===== config.mk =====
export PLATFORM = sky130hd
export DESIGN_NAME = alu_arbiter
export DESIGN_NICKNAME = d
export VERILOG_FILES = /design/src/rtl/alu_arbiter.sv
export SDC_FILE = /design/constraint.sdc
export NUM_CORES = 1
export LEC_CHECK = 0
export ABC_AREA = 1
export BUFFER_PORTS_ARGS = -buffer_cell sky130_fd_sc_hd__clkbuf_2
export CAP_MARGIN = 10
export CORE_ASPECT_RATIO = 1.4
export CORE_MARGIN = 4
export CORE_UTILIZATION = 41
export DETAILED_ROUTE_END_ITERATION = 16
export PLACE_DENSITY = 0.77
export SLEW_MARGIN = 25
export SYNTH_ARGS = -nofsm -noshare
export SYNTH_HDL_FRONTEND = slang
export SYNTH_SLANG_ARGS = --single-unit
export TNS_END_PERCENT = 20

===== constraint.sdc =====
create_clock -name clk -period 3.6 [get_ports clk]
set_input_delay 0.54 -clock clk [delete_from_list [all_inputs] [get_ports clk]]
set_output_delay 0.54 -clock clk [all_outputs]
set_load 0.1 [all_outputs]

===== src/rtl/alu_arbiter.sv =====
// alu_arbiter: shares one external ALU between two requesters.
//
// Each operation runs IDLE -> EXEC -> RESP -> IDLE. In IDLE, one pending requester is
// granted through a combinational reqN_ready. Its operands are latched and driven to the
// ALU. The result is captured after WAIT_CYCLES cycles of EXEC. It is then held on resp_*
// until the winner's response handshake completes.
//
// Configuration macro: ALU_ARB_RR_EN
//   defined   -> round-robin arbitration; the pointer names the preferred requester.
//   undefined -> fixed priority; requester 0 wins ties.
//
// Parameters:
//   WAIT_CYCLES  ALU settle cycles spent in EXEC before capture (legal 1..15)
//
// Ports:
//   clk, rst                      clock, asynchronous active-high reset
//   req0_*/req1_*                 request handshake (valid/ready) plus a, b, aluc operands
//   resp0_valid/resp1_valid       result available for requester N
//   resp0_ready/resp1_ready       requester N takes the result
//   resp_r, resp_zero/carry/negative/overflow   shared registered result and flags
//   alu_a, alu_b, alu_aluc        latched operands driven to the shared ALU
//   alu_r, alu_zero/carry/negative/overflow     combinational ALU result
//   busy                          arbiter is not idle
//   op_cnt                        completed operations (wraps at 16 bits)
module alu_arbiter #(
    parameter int unsigned WAIT_CYCLES = 1
) (
    input  logic        clk,
    input  logic        rst,

    input  logic        req0_valid,
    output logic        req0_ready,
    input  logic [31:0] req0_a,
    input  logic [31:0] req0_b,
    input  logic [3:0]  req0_aluc,

    input  logic        req1_valid,
    output logic        req1_ready,
    input  logic [31:0] req1_a,
    input  logic [31:0] req1_b,
    input  logic [3:0]  req1_aluc,

    output logic        resp0_valid,
    input  logic        resp0_ready,
    output logic        resp1_valid,
    input  logic        resp1_ready,

    output logic [31:0] resp_r,
    output logic        resp_zero,
    output logic        resp_carry,
    output logic        resp_negative,
    output logic        resp_overflow,

    output logic [31:0] alu_a,
    output logic [31:0] alu_b,
    output logic [3:0]  alu_aluc,
    input  logic [31:0] alu_r,
    input  logic        alu_zero,
    input  logic        alu_carry,
    input  logic        alu_negative,
    input  logic        alu_overflow,

    output logic        busy,
    output logic [15:0] op_cnt
);

    typedef enum logic [1:0] {
        StIdle = 2'd0,
        StExec = 2'd1,
        StResp = 2'd2
    } state_e;

    // Counter value on the last EXEC cycle.
    localparam logic [3:0] LastCnt = 4'(WAIT_CYCLES - 1);

    state_e      state_q, state_d;
    logic [31:0] a_q, a_d;
    logic [31:0] b_q, b_d;
    logic [3:0]  aluc_q, aluc_d;
    logic        win_q, win_d;
    logic [3:0]  cnt_q, cnt_d;
    logic [31:0] r_q, r_d;
    logic        zero_q, zero_d;
    logic        carry_q, carry_d;
    logic        neg_q, neg_d;
    logic        ovf_q, ovf_d;
    logic [15:0] op_cnt_q, op_cnt_d;

    logic        any_req;
    logic        pick;
    logic        resp_hs;

    // Carry is meaningful only for add/sub-unsigned and the shift opcodes.
    function automatic logic carry_kept(input logic [3:0] op);
        return op inside {4'b0000, 4'b0001, 4'b1100, 4'b1101, 4'b1110, 4'b1111};
    endfunction

    // Overflow is meaningful only for signed add/sub and signed compare.
    function automatic logic ovf_kept(input logic [3:0] op);
        return op inside {4'b0010, 4'b0011, 4'b1011};
    endfunction

    // ---------------------------------------------------------------------------------
    // Winner selection. pick = 1 means requester 1 wins. A lone request always wins.
    // ---------------------------------------------------------------------------------
`ifdef ALU_ARB_RR_EN
    logic ptr_q, ptr_d;

    always_comb begin
        any_req = req0_valid | req1_valid;
        if (req0_valid && req1_valid) begin
            pick = ptr_q;
        end else begin
            pick = ~req0_valid;
        end
    end
`else
    always_comb begin
        any_req = req0_valid | req1_valid;
        pick    = ~req0_valid;
    end
`endif

    // ---------------------------------------------------------------------------------
    // Next-state and output logic
    // ---------------------------------------------------------------------------------
    always_comb begin
        state_d    = state_q;
        a_d        = a_q;
        b_d        = b_q;
        aluc_d     = aluc_q;
        win_d      = win_q;
        cnt_d      = cnt_q;
        r_d        = r_q;
        zero_d     = zero_q;
        carry_d    = carry_q;
        neg_d      = neg_q;
        ovf_d      = ovf_q;
        op_cnt_d   = op_cnt_q;
        req0_ready = 1'b0;
        req1_ready = 1'b0;
        // The non-winner's resp ready is never looked at.
        resp_hs    = win_q ? resp1_ready : resp0_ready;
`ifdef ALU_ARB_RR_EN
        ptr_d      = ptr_q;
`endif

        case (state_q)
            StIdle: begin
                if (any_req) begin
                    req0_ready = ~pick;
                    req1_ready = pick;
                    a_d        = pick ? req1_a    : req0_a;
                    b_d        = pick ? req1_b    : req0_b;
                    aluc_d     = pick ? req1_aluc : req0_aluc;
                    win_d      = pick;
                    cnt_d      = 4'd0;
                    state_d    = StExec;
                end
            end

            StExec: begin
                if (cnt_q == LastCnt) begin
                    r_d     = alu_r;
                    zero_d  = alu_zero;
                    carry_d = alu_carry & carry_kept(aluc_q);
                    neg_d   = alu_negative;
                    ovf_d   = alu_overflow & ovf_kept(aluc_q);
                    cnt_d   = 4'd0;
                    state_d = StResp;
                end else begin
                    cnt_d = cnt_q + 4'd1;
                end
            end

            StResp: begin
                if (resp_hs) begin
                    op_cnt_d = op_cnt_q + 16'd1;
                    state_d  = StIdle;
`ifdef ALU_ARB_RR_EN
                    // Prefer the requester that lost this round.
                    ptr_d    = ~win_q;
`endif
                end
            end

            default: begin
                state_d = StIdle;
            end
        endcase
    end

    // ---------------------------------------------------------------------------------
    // State registers
    // ---------------------------------------------------------------------------------
    always_ff @(posedge clk or posedge rst) begin
        if (rst) begin
            state_q  <= StIdle;
            a_q      <= 32'd0;
            b_q      <= 32'd0;
            aluc_q   <= 4'd0;
            win_q    <= 1'b0;
            cnt_q    <= 4'd0;
            r_q      <= 32'd0;
            zero_q   <= 1'b0;
            carry_q  <= 1'b0;
            neg_q    <= 1'b0;
            ovf_q    <= 1'b0;
            op_cnt_q <= 16'd0;
        end else begin
            state_q  <= state_d;
            a_q      <= a_d;
            b_q      <= b_d;
            aluc_q   <= aluc_d;
            win_q    <= win_d;
            cnt_q    <= cnt_d;
            r_q      <= r_d;
            zero_q   <= zero_d;
            carry_q  <= carry_d;
            neg_q    <= neg_d;
            ovf_q    <= ovf_d;
            op_cnt_q <= op_cnt_d;
        end
    end

`ifdef ALU_ARB_RR_EN
    always_ff @(posedge clk or posedge rst) begin
        if (rst) begin
            ptr_q <= 1'b0;
        end else begin
            ptr_q <= ptr_d;
        end
    end
`endif

    // ---------------------------------------------------------------------------------
    // Outputs
    // ---------------------------------------------------------------------------------
    always_comb begin
        resp0_valid   = (state_q == StResp) && !win_q;
        resp1_valid   = (state_q == StResp) &&  win_q;
        resp_r        = r_q;
        resp_zero     = zero_q;
        resp_carry    = carry_q;
        resp_negative = neg_q;
        resp_overflow = ovf_q;
        alu_a         = a_q;
        alu_b         = b_q;
        alu_aluc      = aluc_q;
        busy          = (state_q != StIdle);
        op_cnt        = op_cnt_q;
    end

endmodule


==> summary.md, run 1 <==
| Metric | Value |
|---|---|
| Status | finished clean |
| H-Tree Depth | 4 |
| Cell with the most instances after synthesis | nand2_1 |
| DRT iter0 DRCs | 245 |
| Synthesized net count | 873 |
| DR WL/cell | 14.0 µm |
| Placement Rows | 50 |
| Die Span Y | 148 µm |
| Crit. End Element | output pin |
| Clock transition at the registers of the reported paths | 0.06 ns |
| Setup bufs post-CTS | 0 |
| RSZ-0062 raised after global routing | false |
| Synth Cell Area | 5740 µm² |
| Synthesized flop and latch total | about 130 |
| Final min period | 2.30 ns |
| Pins Over Slew Limit | 0 |
| Min-Delay Path Class | in2async |
| CP Launch Type | register |
| DR vias/cell | about 4.7 |
| IO Pins | 303 |
| Max Freq | 436 MHz |
| RePlAce Congestion | 0.809 |
| Post-Synthesis Cells | 692 |
| CP required | approximately 3.1 ns |
| Share of layout cells above drive strength 1 | 0.353 |
| Gr usage total | 0.206 |
| Leading area contributor after synthesis | dfrtp_1 |
| Top cell type's share of synthesized area | 0.554 |
| CTS Hold Bufs | 0 |
| First-pass GRT wire length | approximately 26 mm |
| Detailed-route DRC error count | 0 |
| Core area | 13600 µm² |
| Starting Density | 0.423 |
| Post-synth cell types | 22 |
| YS warnings | 0 |
| Area grow syn2layout | 39.6% |
| Post-synth EDFFs | 0 |
| TritonRoute pass-1 iters | 5 |
| PortBufs | 302 |
| Max Clock Skew | between 0.015 and 0.02 ns |
| Initial antenna violation count | 0 |
| Vias | 5530 |
| Die width | around 110 µm |
| CTS tree | done |
| CTS Sinks | 127 |
| Clk buf depth | 2 |
| Async SR Flop Fraction | 1.00 |
| Syn avg cell area | 8.29 µm² |
| Placement Setup Slack | 1.31 ns |
| CTS buffer count | 17 |
| Final Hold Vio Count | 0 |
| Final setup TNS | 0 ns |
| Least-Margin Pin Slew | between 0.6 and 0.7 ns |
| Final setup viols | 0 |
| Crit-path max FO | 5 |
| Ys flop type | dfrtp_1 |
| Clk_lat worst skew | 0.41 ns |
| Post-DP HPWL | roughly 12 mm |
| Slew Limit Headroom | 0.545 |
| ANT cells | 0 |
| WL final | 16.5 mm |
| Die area | 16000 µm² |
| Top cells by count, synth | 300 x nand2_1, 127 x dfrtp_1, 90 x nor2_1 |
| Vias in the first global route | 5275 |
| Post-CTS Resized | 0 |
| Max Cap Violations | 0 |
| Worst Slack Setup Final | 1.30 ns |
| Seq/Total Area, Yosys | 0.554 |
| GR Overflow Total | 0 |
| Crit Path Class | reg2out |
| Pin count of the biggest net entering global routing | between 100 and 150 |
| Fin crit share | 0.638 |
| Worst path arrival time | 1.76 ns |
| Root Driver | clkbuf_16 |
| Post-DRT Antenna Nets | 0 |
| Ranking of synthesized cells by area | dfrtp_1 55%, nand2_1 20%, a31oi_1 7.4%, nor2_1 5.9%, buf_6 2.0% |
| Nets | 1164 |
-- final timing paths --
check	from	to	cells past startpoint	slack, ns
setup / recovery	state_q[0]	req1_ready	4	1.30
hold / removal	rst	alu_a[4]	3	0.23
setup reg to reg	cnt_q[0]	resp_overflow	7	1.65
hold reg to reg	resp_r[8]	resp_r[8]	2	0.47
max in group asynchronous	rst	alu_aluc[0]	3	2.98
min in group clk	alu_r[28]	resp_r[28]	3	0.34
-- registers in the layout, summed over array words and instances, names as in the netlist --
signal / flops
op_cnt: 16
resp_negative: 1
win_q: 1
state_q: 2
resp_zero: 1
alu_b: 32
resp_r: 32
resp_overflow: 1
alu_aluc: 4
resp_carry: 1
cnt_q: 4
alu_a: 32
-- layout make-up --
type | count | area (µm²)
clock buffer | 20 | 457
inverter | 24 | 93.8
timing repair buffer | 309 | 1620
fill | 1301 | 5570
clock inverter | 12 | 205
multi-input combinational | 504 | 2230
sequential | 127 | 3180
tap | 182 | 228
-- metal layers --
| metal | vias to the layer above | GRT usage | part of all wire |
|---|---|---|---|
| li1 | 2792 | - | - |
| met1 | 2494 | 0.244 | 0.38 |
| met2 | 214 | 0.351 | 0.51 |
| met3 | 30 | 0.0559 | 0.074 |
| met4 | 0 | 0.0840 | 0.028 |
| met5 | - | 0 | 0 |
-- cells by family after synthesis --
family / synth area share
AND/OR/NAND/NOR: 0.286
flip-flops: 0.554
AO/OA/AOI/OAI: 0.0842
buffers and inverters: 0.0576
XOR/XNOR: 0.0122
adder cells (fa/ha/maj): 0.00654
-- through the flow --
stage	util	instances	cell area, µm²	hold WS [ns]
floorplan	-	692	5740	0.506
global placement	0.541	1146	7350	0.453
detailed placement	0.541	1146	7350	0.457
CTS	0.590	1178	8010	0.225
global route	0.590	1178	8010	0.240
finish	0.590	1178	8010	0.229
-- cells in the final DEF (no fill, tap or decap), types with 2 or more instances in the layout --
master      count
nand2_1       300
clkbuf_2      300
dfrtp_1       127
nor2_1         90
a31oi_1        68
inv_1          20
clkbuf_16      17
nand3_1        12
xor2_1          8
nand3b_1        6
o21ai_0         6
bufinv_16       5
buf_4           5
nor2_4          4
buf_12          4
inv_2           3
clkinvlp_4      3
ha_1            3
nor2_2          2
clkbuf_8        2
clkinv_4        2
inv_6           2
-- worst max-delay path: stages (launching register included) --
cell     delay [ns]
dfrtp_1        0.39
nor2_1         0.18
o21ai_0        0.22
nor2_1         0.23
buf_4          0.33
Power of run 1 is not shown: default switching activity piles up to over one toggle a cycle in this logic, so the estimate is an artifact.
==> run 2, diff against run 1 <==
- ABC_AREA: 1 -> 0
- CORE_UTILIZATION: 41 -> 40
- PLACE_DENSITY: 0.77 -> 0.76
- clock period: 3.6 -> 2.1 ns (I/O delays scaled with it)
==> summary.md, run 2 <==
| Metric | Value |
|---|---|
| DR WL/cell | 14.9 µm (+6.7%) |
| Worst R2R End | resp_r[0] |
| Placement Rows | 50 (unchanged) |
| CTS buffer count | 17 (unchanged) |
| Final setup TNS | 0 ns (unchanged) |
| Crit Path Class | reg2out |
| Slowest CP cell | dfrtp_1 |
| Setup bufs post-CTS | 0 (unchanged) |
| Worst path cell trace | nor2_1 -> nand2_1 -> nor2_1 -> buf_4 |
| DR vias/cell | 4.74 (+0.88%) |
| Initial antenna violation count | 0 (unchanged) |
| Worst reg-to-reg setup slack | 0.31 ns (-1.34 ns) |
| Syn avg cell area | 11.5 µm² (+38%) |
| Leading area contributor after synthesis | dfrtp_1 |
| Share of layout cells above drive strength 1 | 0.471 (+0.118) |
| CP most frequent cell | nor2_1 |
| CTS Sinks | 127 (unchanged) |
| Vias | 4641 (-16%) |
| Seq/Total Area, Yosys | 0.573 (+0.0189) |
| ANT cells | 0 (unchanged) |
| Top cell type's share of synthesized area | 0.573 (+0.0189) |
| Clk buf depth | 2 (unchanged) |
| Crit Reg-Reg Startpoint | cnt_q[0] |
| Gr usage total | 0.187 (-0.0190) |
| Ranking of synthesized cells by area | dfrtp_1 57%, mux2i_1 12%, a21oi_1 6.3%, mux2_2 6.3%, nor2_1 5.1% |
| Die Span Y | 147 µm (-0.42%) |
| H-Tree Depth | 4 (unchanged) |
| Post-synth EDFFs | 0 (unchanged) |
| First-pass GRT wire length | 23.4 mm (-10%) |
| Synth Cell Area | 5550 µm² (-3.3%) |
| Commonest non-fill, non-tap cell in the layout | clkbuf_2 |
| DRT iter0 DRCs | 118 (-52%) |
| Clk_lat worst skew | 0.40 ns (about the same) |
| Max Clock Skew | 0.00587 ns (-0.00947 ns) |
| Crit path depth | 4 (unchanged) |
| Crit. End Element | output pin |
| Final min period | 1.95 ns |
| Post-Synthesis Cells | 484 (-30%) |
| Cell family with most CP delay | simple AND/OR/NAND/NOR gates |
| CP Launch Type | register |
| CP Buf/Inv Count | 1 (unchanged) |
| Die area | 15800 µm² (-0.82%) |
| Max Cap Violations | 0 (unchanged) |
| Final setup viols | 0 (unchanged) |
| Synthesized flop and latch total | 127 (unchanged) |
| Synthesized net count | 665 (-24%) |
| CP endpoint | req1_ready |
| Crit-path max FO | 7 (+2) |
| RePlAce Congestion | 0.771 (-4.7%) |
| Max Freq | 512 MHz |
| Fin crit share | 0.930 |
| Final Hold Vio Count | 0 (unchanged) |
| Slew Limit Headroom | 0.616 (+0.0709) |
| Root Driver | clkbuf_16 |
| Most frequent cells in the layout | 299 x clkbuf_2, 127 x dfrtp_1, 76 x nor2_1 |
| Clock transition at the registers of the reported paths | 0.06 ns (about the same) |
| Post-synth cell types | 32 (+45%) |
| TritonRoute pass-1 iters | 4 (-1) |
| CTS Hold Bufs | 0 (unchanged) |
| Detailed-route DRC error count | 0 (unchanged) |
| Pin count of the biggest net entering global routing | 65 (-50%) |
| GR Overflow Total | 0 (unchanged) |
| Slowest stage delay, CP | 0.43 ns (+0.04 ns) |
| Area grow syn2layout | 42.5% |
| WL final | 14.6 mm (-11%) |
| Cell with the most instances after synthesis | dfrtp_1 |
| CP required | 1.78 ns (-1.28 ns) |
| Least-Margin Pin Slew | 0.578 ns (-0.104 ns) |
| Async SR Flop Fraction | 1.00 (unchanged) |
| Post-DRT Antenna Nets | 0 (unchanged) |
| Starting Density | 0.411 (-0.0120) |
| Pins Over Slew Limit | 0 (unchanged) |
| Top cells by count, synth | 127 x dfrtp_1, 76 x nor2_1, 70 x a21oi_1 |
| Die width | 108 µm (-0.40%) |
| Status | finished clean |
| YS warnings | 0 (unchanged) |
| Ys flop type | dfrtp_1 |
| Vias in the first global route | 4852 (-8.0%) |
| Worst path arrival time | 1.64 ns (-0.12 ns) |
| Post-DP HPWL | 11.5 mm (-6.7%) |
| Core area | 13500 µm² (-0.46%) |
| Min-Delay Path Class | in2async |
| PortBufs | 302 (unchanged) |
| Post-CTS Resized | 1 (+1) |
| CP Launch Point | state_q[0] |
| RSZ-0062 raised after global routing | false |
| R2R depth | 5 (-2) |
| CTS tree | done |
| Nets | 967 (-17%) |
| IO Pins | 303 (unchanged) |
## run 2: worst min-delay path by stage
stage	to	slack (ns)	depth (start not counted)
after global placement	resp_r[4]	0.46	3
after floorplan	resp_r[0]	0.45	1
after detailed placement	op_cnt[15]	0.46	1
after CTS	alu_b[21]	0.04	3
after global routing	resp_r[29]	0.04	3
final	resp_r[25]	0.03	3
## run 2: metal layers
layer	routed length, µm	vias to the layer above	track usage
li1	-	2270	-
met1	5390	2186	0.203
met2	7970	175	0.342
met3	1120	10	0.0611
met4	169	0	0.0550
met5	0	-	0
## run 2: cells by family after synthesis
logic type	after synthesis	share of synthesized area
XOR/XNOR	16	0.0253
AND/OR/NAND/NOR	120	0.0956
adder cells (fa/ha/maj)	3	0.00677
buffers and inverters	34	0.0280
multiplexers	104	0.196
AO/OA/AOI/OAI	80	0.0760
flip-flops	127	0.573
## run 2: area by class of cell
class | count | area (µm²)
Tap cell | 182 | 228
Multi-Input combinational cell | 323 | 2220
Timing Repair Buffer | 310 | 1640
Clock inverter | 12 | 163
Clock buffer | 19 | 443
Inverter | 7 | 30.0
Fill cell | 1235 | 5610
Sequential cell | 127 | 3180
## run 2: stage by stage
stage                     worst slack, ns  cell area [µm²]   util  hold WS [ns]  cells
final                               0.146             7910  0.585        0.0301    980
after global routing               0.0142             7910  0.585        0.0402    980
after CTS                           0.121             7910  0.585        0.0350    980
after detailed placement            0.312             7300  0.540         0.459    949
after global placement              0.359             7300  0.540         0.458    949
after floorplan                    -0.255             5550      -         0.447    484
## run 2: worst reg2reg max path: stages (launching register included)
cell,delay [ns]
dfrtp_1,0.41
inv_1,0.08
ha_1,0.14
nand2b_1,0.08
or3_4,0.55
mux2_1,0.42
Power of run 2 is left out for the same reason.
==> run 3, diff against run 2 <==
- CORE_UTILIZATION: 40 -> 30
- PLACE_DENSITY: 0.76 -> not set
==> summary.md, run 3 (synthesis gave the netlist of run 2 again) <==
| Metric | Value |
|---|---|
| CTS buffer count | 17 (unchanged) |
| TritonRoute pass-1 iters | 4 (unchanged) |
| Commonest non-fill, non-tap cell in the layout | clkbuf_2 |
| WL final | 14.9 mm (+1.9%) |
| Clk_lat worst skew | 0.40 ns (about the same) |
| Max Clock Skew | 0.00948 ns (+0.00361 ns) |
| Final Hold Vio Count | 0 (unchanged) |
| Met3 Use GR | 0.0438 (-0.0173) |
| RSZ-0062 raised after global routing | false |
| Starting Density | 0.307 (-0.104) |
| Die width | 123 µm (+14%) |
| Min-Delay Path Class | in2async |
| R2R depth | 5 (unchanged) |
| Fin crit share | 0.928 (-0.00256) |
| Util after Layout | 0.442 (-0.143) |
| Final setup TNS | 0 ns (unchanged) |
| ANT cells | 0 (unchanged) |
| Placed insts | 1006 (+6.0%) |
| RePlAce Congestion | 0.754 (-2.3%) |
| CTS Hold Bufs | 0 (unchanged) |
| Clk buf depth | 2 (unchanged) |
| Detailed-route DRC error count | 0 (unchanged) |
| Crit. End Element | output pin |
| DR WL/cell | 14.4 µm (-3.4%) |
| Slew Limit Headroom | 0.620 (+0.00402) |
| Post-DP HPWL | 11.4 mm (-0.37%) |
| Pins Over Slew Limit | 0 (unchanged) |
| Met2 global-route usage | 0.243 (-0.0983) |
| CP required | 1.78 ns (about the same) |
| DRT iter0 DRCs | 170 (+44%) |
| Die Span Y | 169 µm (+15%) |
| Die area | 20800 µm² (+31%) |
| Vias in the first global route | 4607 (-5.0%) |
| Crit Path Class | reg2out |
| IO Pins | 303 (unchanged) |
| Most frequent cells in the layout | 299 x clkbuf_2, 127 x dfrtp_1, 76 x nor2_1 |
| H-Tree Depth | 4 (unchanged) |
| Share of layout cells above drive strength 1 | 0.469 (-0.00266) |
| CTS Sinks | 127 (unchanged) |
| Placement Rows | 58 (+16%) |
| PortBufs | 302 (unchanged) |
| Initial antenna violation count | 0 (unchanged) |
| Clock transition at the registers of the reported paths | 0.05 ns (about the same) |
| Status | finished clean |
| Least-Margin Pin Slew | 0.572 ns (-0.00606 ns) |
| Worst path arrival time | 1.63 ns (about the same) |
| Final setup viols | 0 (unchanged) |
| Gr usage total | 0.144 (-0.0425) |
| Post-Layout Cell Count | 1034 (+5.5%) |
| Core area | 18100 µm² (+34%) |
| Fillers | 1800 (+46%) |
| CTS tree | done |
| First-pass GRT wire length | 23.4 mm (about the same) |
| Final worst hold slack | 0.0129 ns (-0.0171 ns) |
| Vias | 4604 (-0.80%) |
| Max Cap Violations | 0 (unchanged) |
| Worst reg-to-reg setup slack | 0.31 ns (about the same) |
| Crit-path max FO | 7 (unchanged) |
| GR Overflow Total | 0 (unchanged) |
| Pin count of the biggest net entering global routing | 72 (+11%) |
| Area grow syn2layout | 44.1% |
| Post-DRT Antenna Nets | 0 (unchanged) |
| Setup bufs post-CTS | 0 (unchanged) |
| CP Launch Type | register |
| Grt peak-use layer | met2 |
| Root Driver | clkbuf_16 |
| Worst R2R End | resp_r[4] |
| DR vias/cell | 4.45 (-6.0%) |
| Crit Reg-Reg Startpoint | cnt_q[0] |
| Nets | 966 (-0.10%) |
| Grt met1 use | 0.171 (-0.0322) |
| Max Freq | 513 MHz (+0.28%) |
| Final min period | 1.95 ns (-0.00538 ns) |
run 3: how the worst max path moves through the flow:
stage / start / endpoint / slack (ns) / depth (start not counted)
floorplan: req0_valid / req1_ready / -0.25 / 3
CTS: state_q[0] / req1_ready / 0.12 / 4
global route: state_q[0] / req1_ready / 0.03 / 4
detailed placement: cnt_q[0] / resp_r[4] / 0.31 / 5
finish: state_q[0] / resp0_valid / 0.15 / 3
global placement: cnt_q[0] / resp_r[2] / 0.35 / 5
run 3: metal layers:
metal | wire (µm) | up-vias
met5 | 0 | -
met4 | 348 | 0
met3 | 1090 | 28
met2 | 7560 | 192
met1 | 5930 | 2116
li1 | - | 2268
run 3: repair_timing:
item                                    4_1_cts  5_1_grt
gates resized for setup                       1        1
cloned                                        0        0
endpoints found under the setup margin        1        1
run 3: worst max-delay path, cell delays in order (launching register included):
cell and delay, ns:
dfrtp_1 0.43, nand2b_1 0.24, nor2_1 0.11, clkbuf_2 0.46
run 3: area by class of cell:
| class | instances | area, µm² | share of cell area |
|---|---|---|---|
| flip-flops and latches | 127 | 3180 | 0.397 |
| multi-input cells | 323 | 2220 | 0.278 |
| repair buffers | 309 | 1650 | 0.206 |
| clock buffers | 22 | 484 | 0.0606 |
| well taps | 240 | 300 | 0.0376 |
| clock inverters | 6 | 133 | 0.0166 |
| inverters | 7 | 30.0 | 0.00376 |
run 3: per-stage QoR:
stage	cell area (µm²)	setup slack (ns)
floorplan	5550	-0.255
global placement	7380	0.348
detailed placement	7380	0.309
CTS	8000	0.121
global route	8000	0.0329
finish	8000	0.152
Power of run 3 is left out for the same reason.
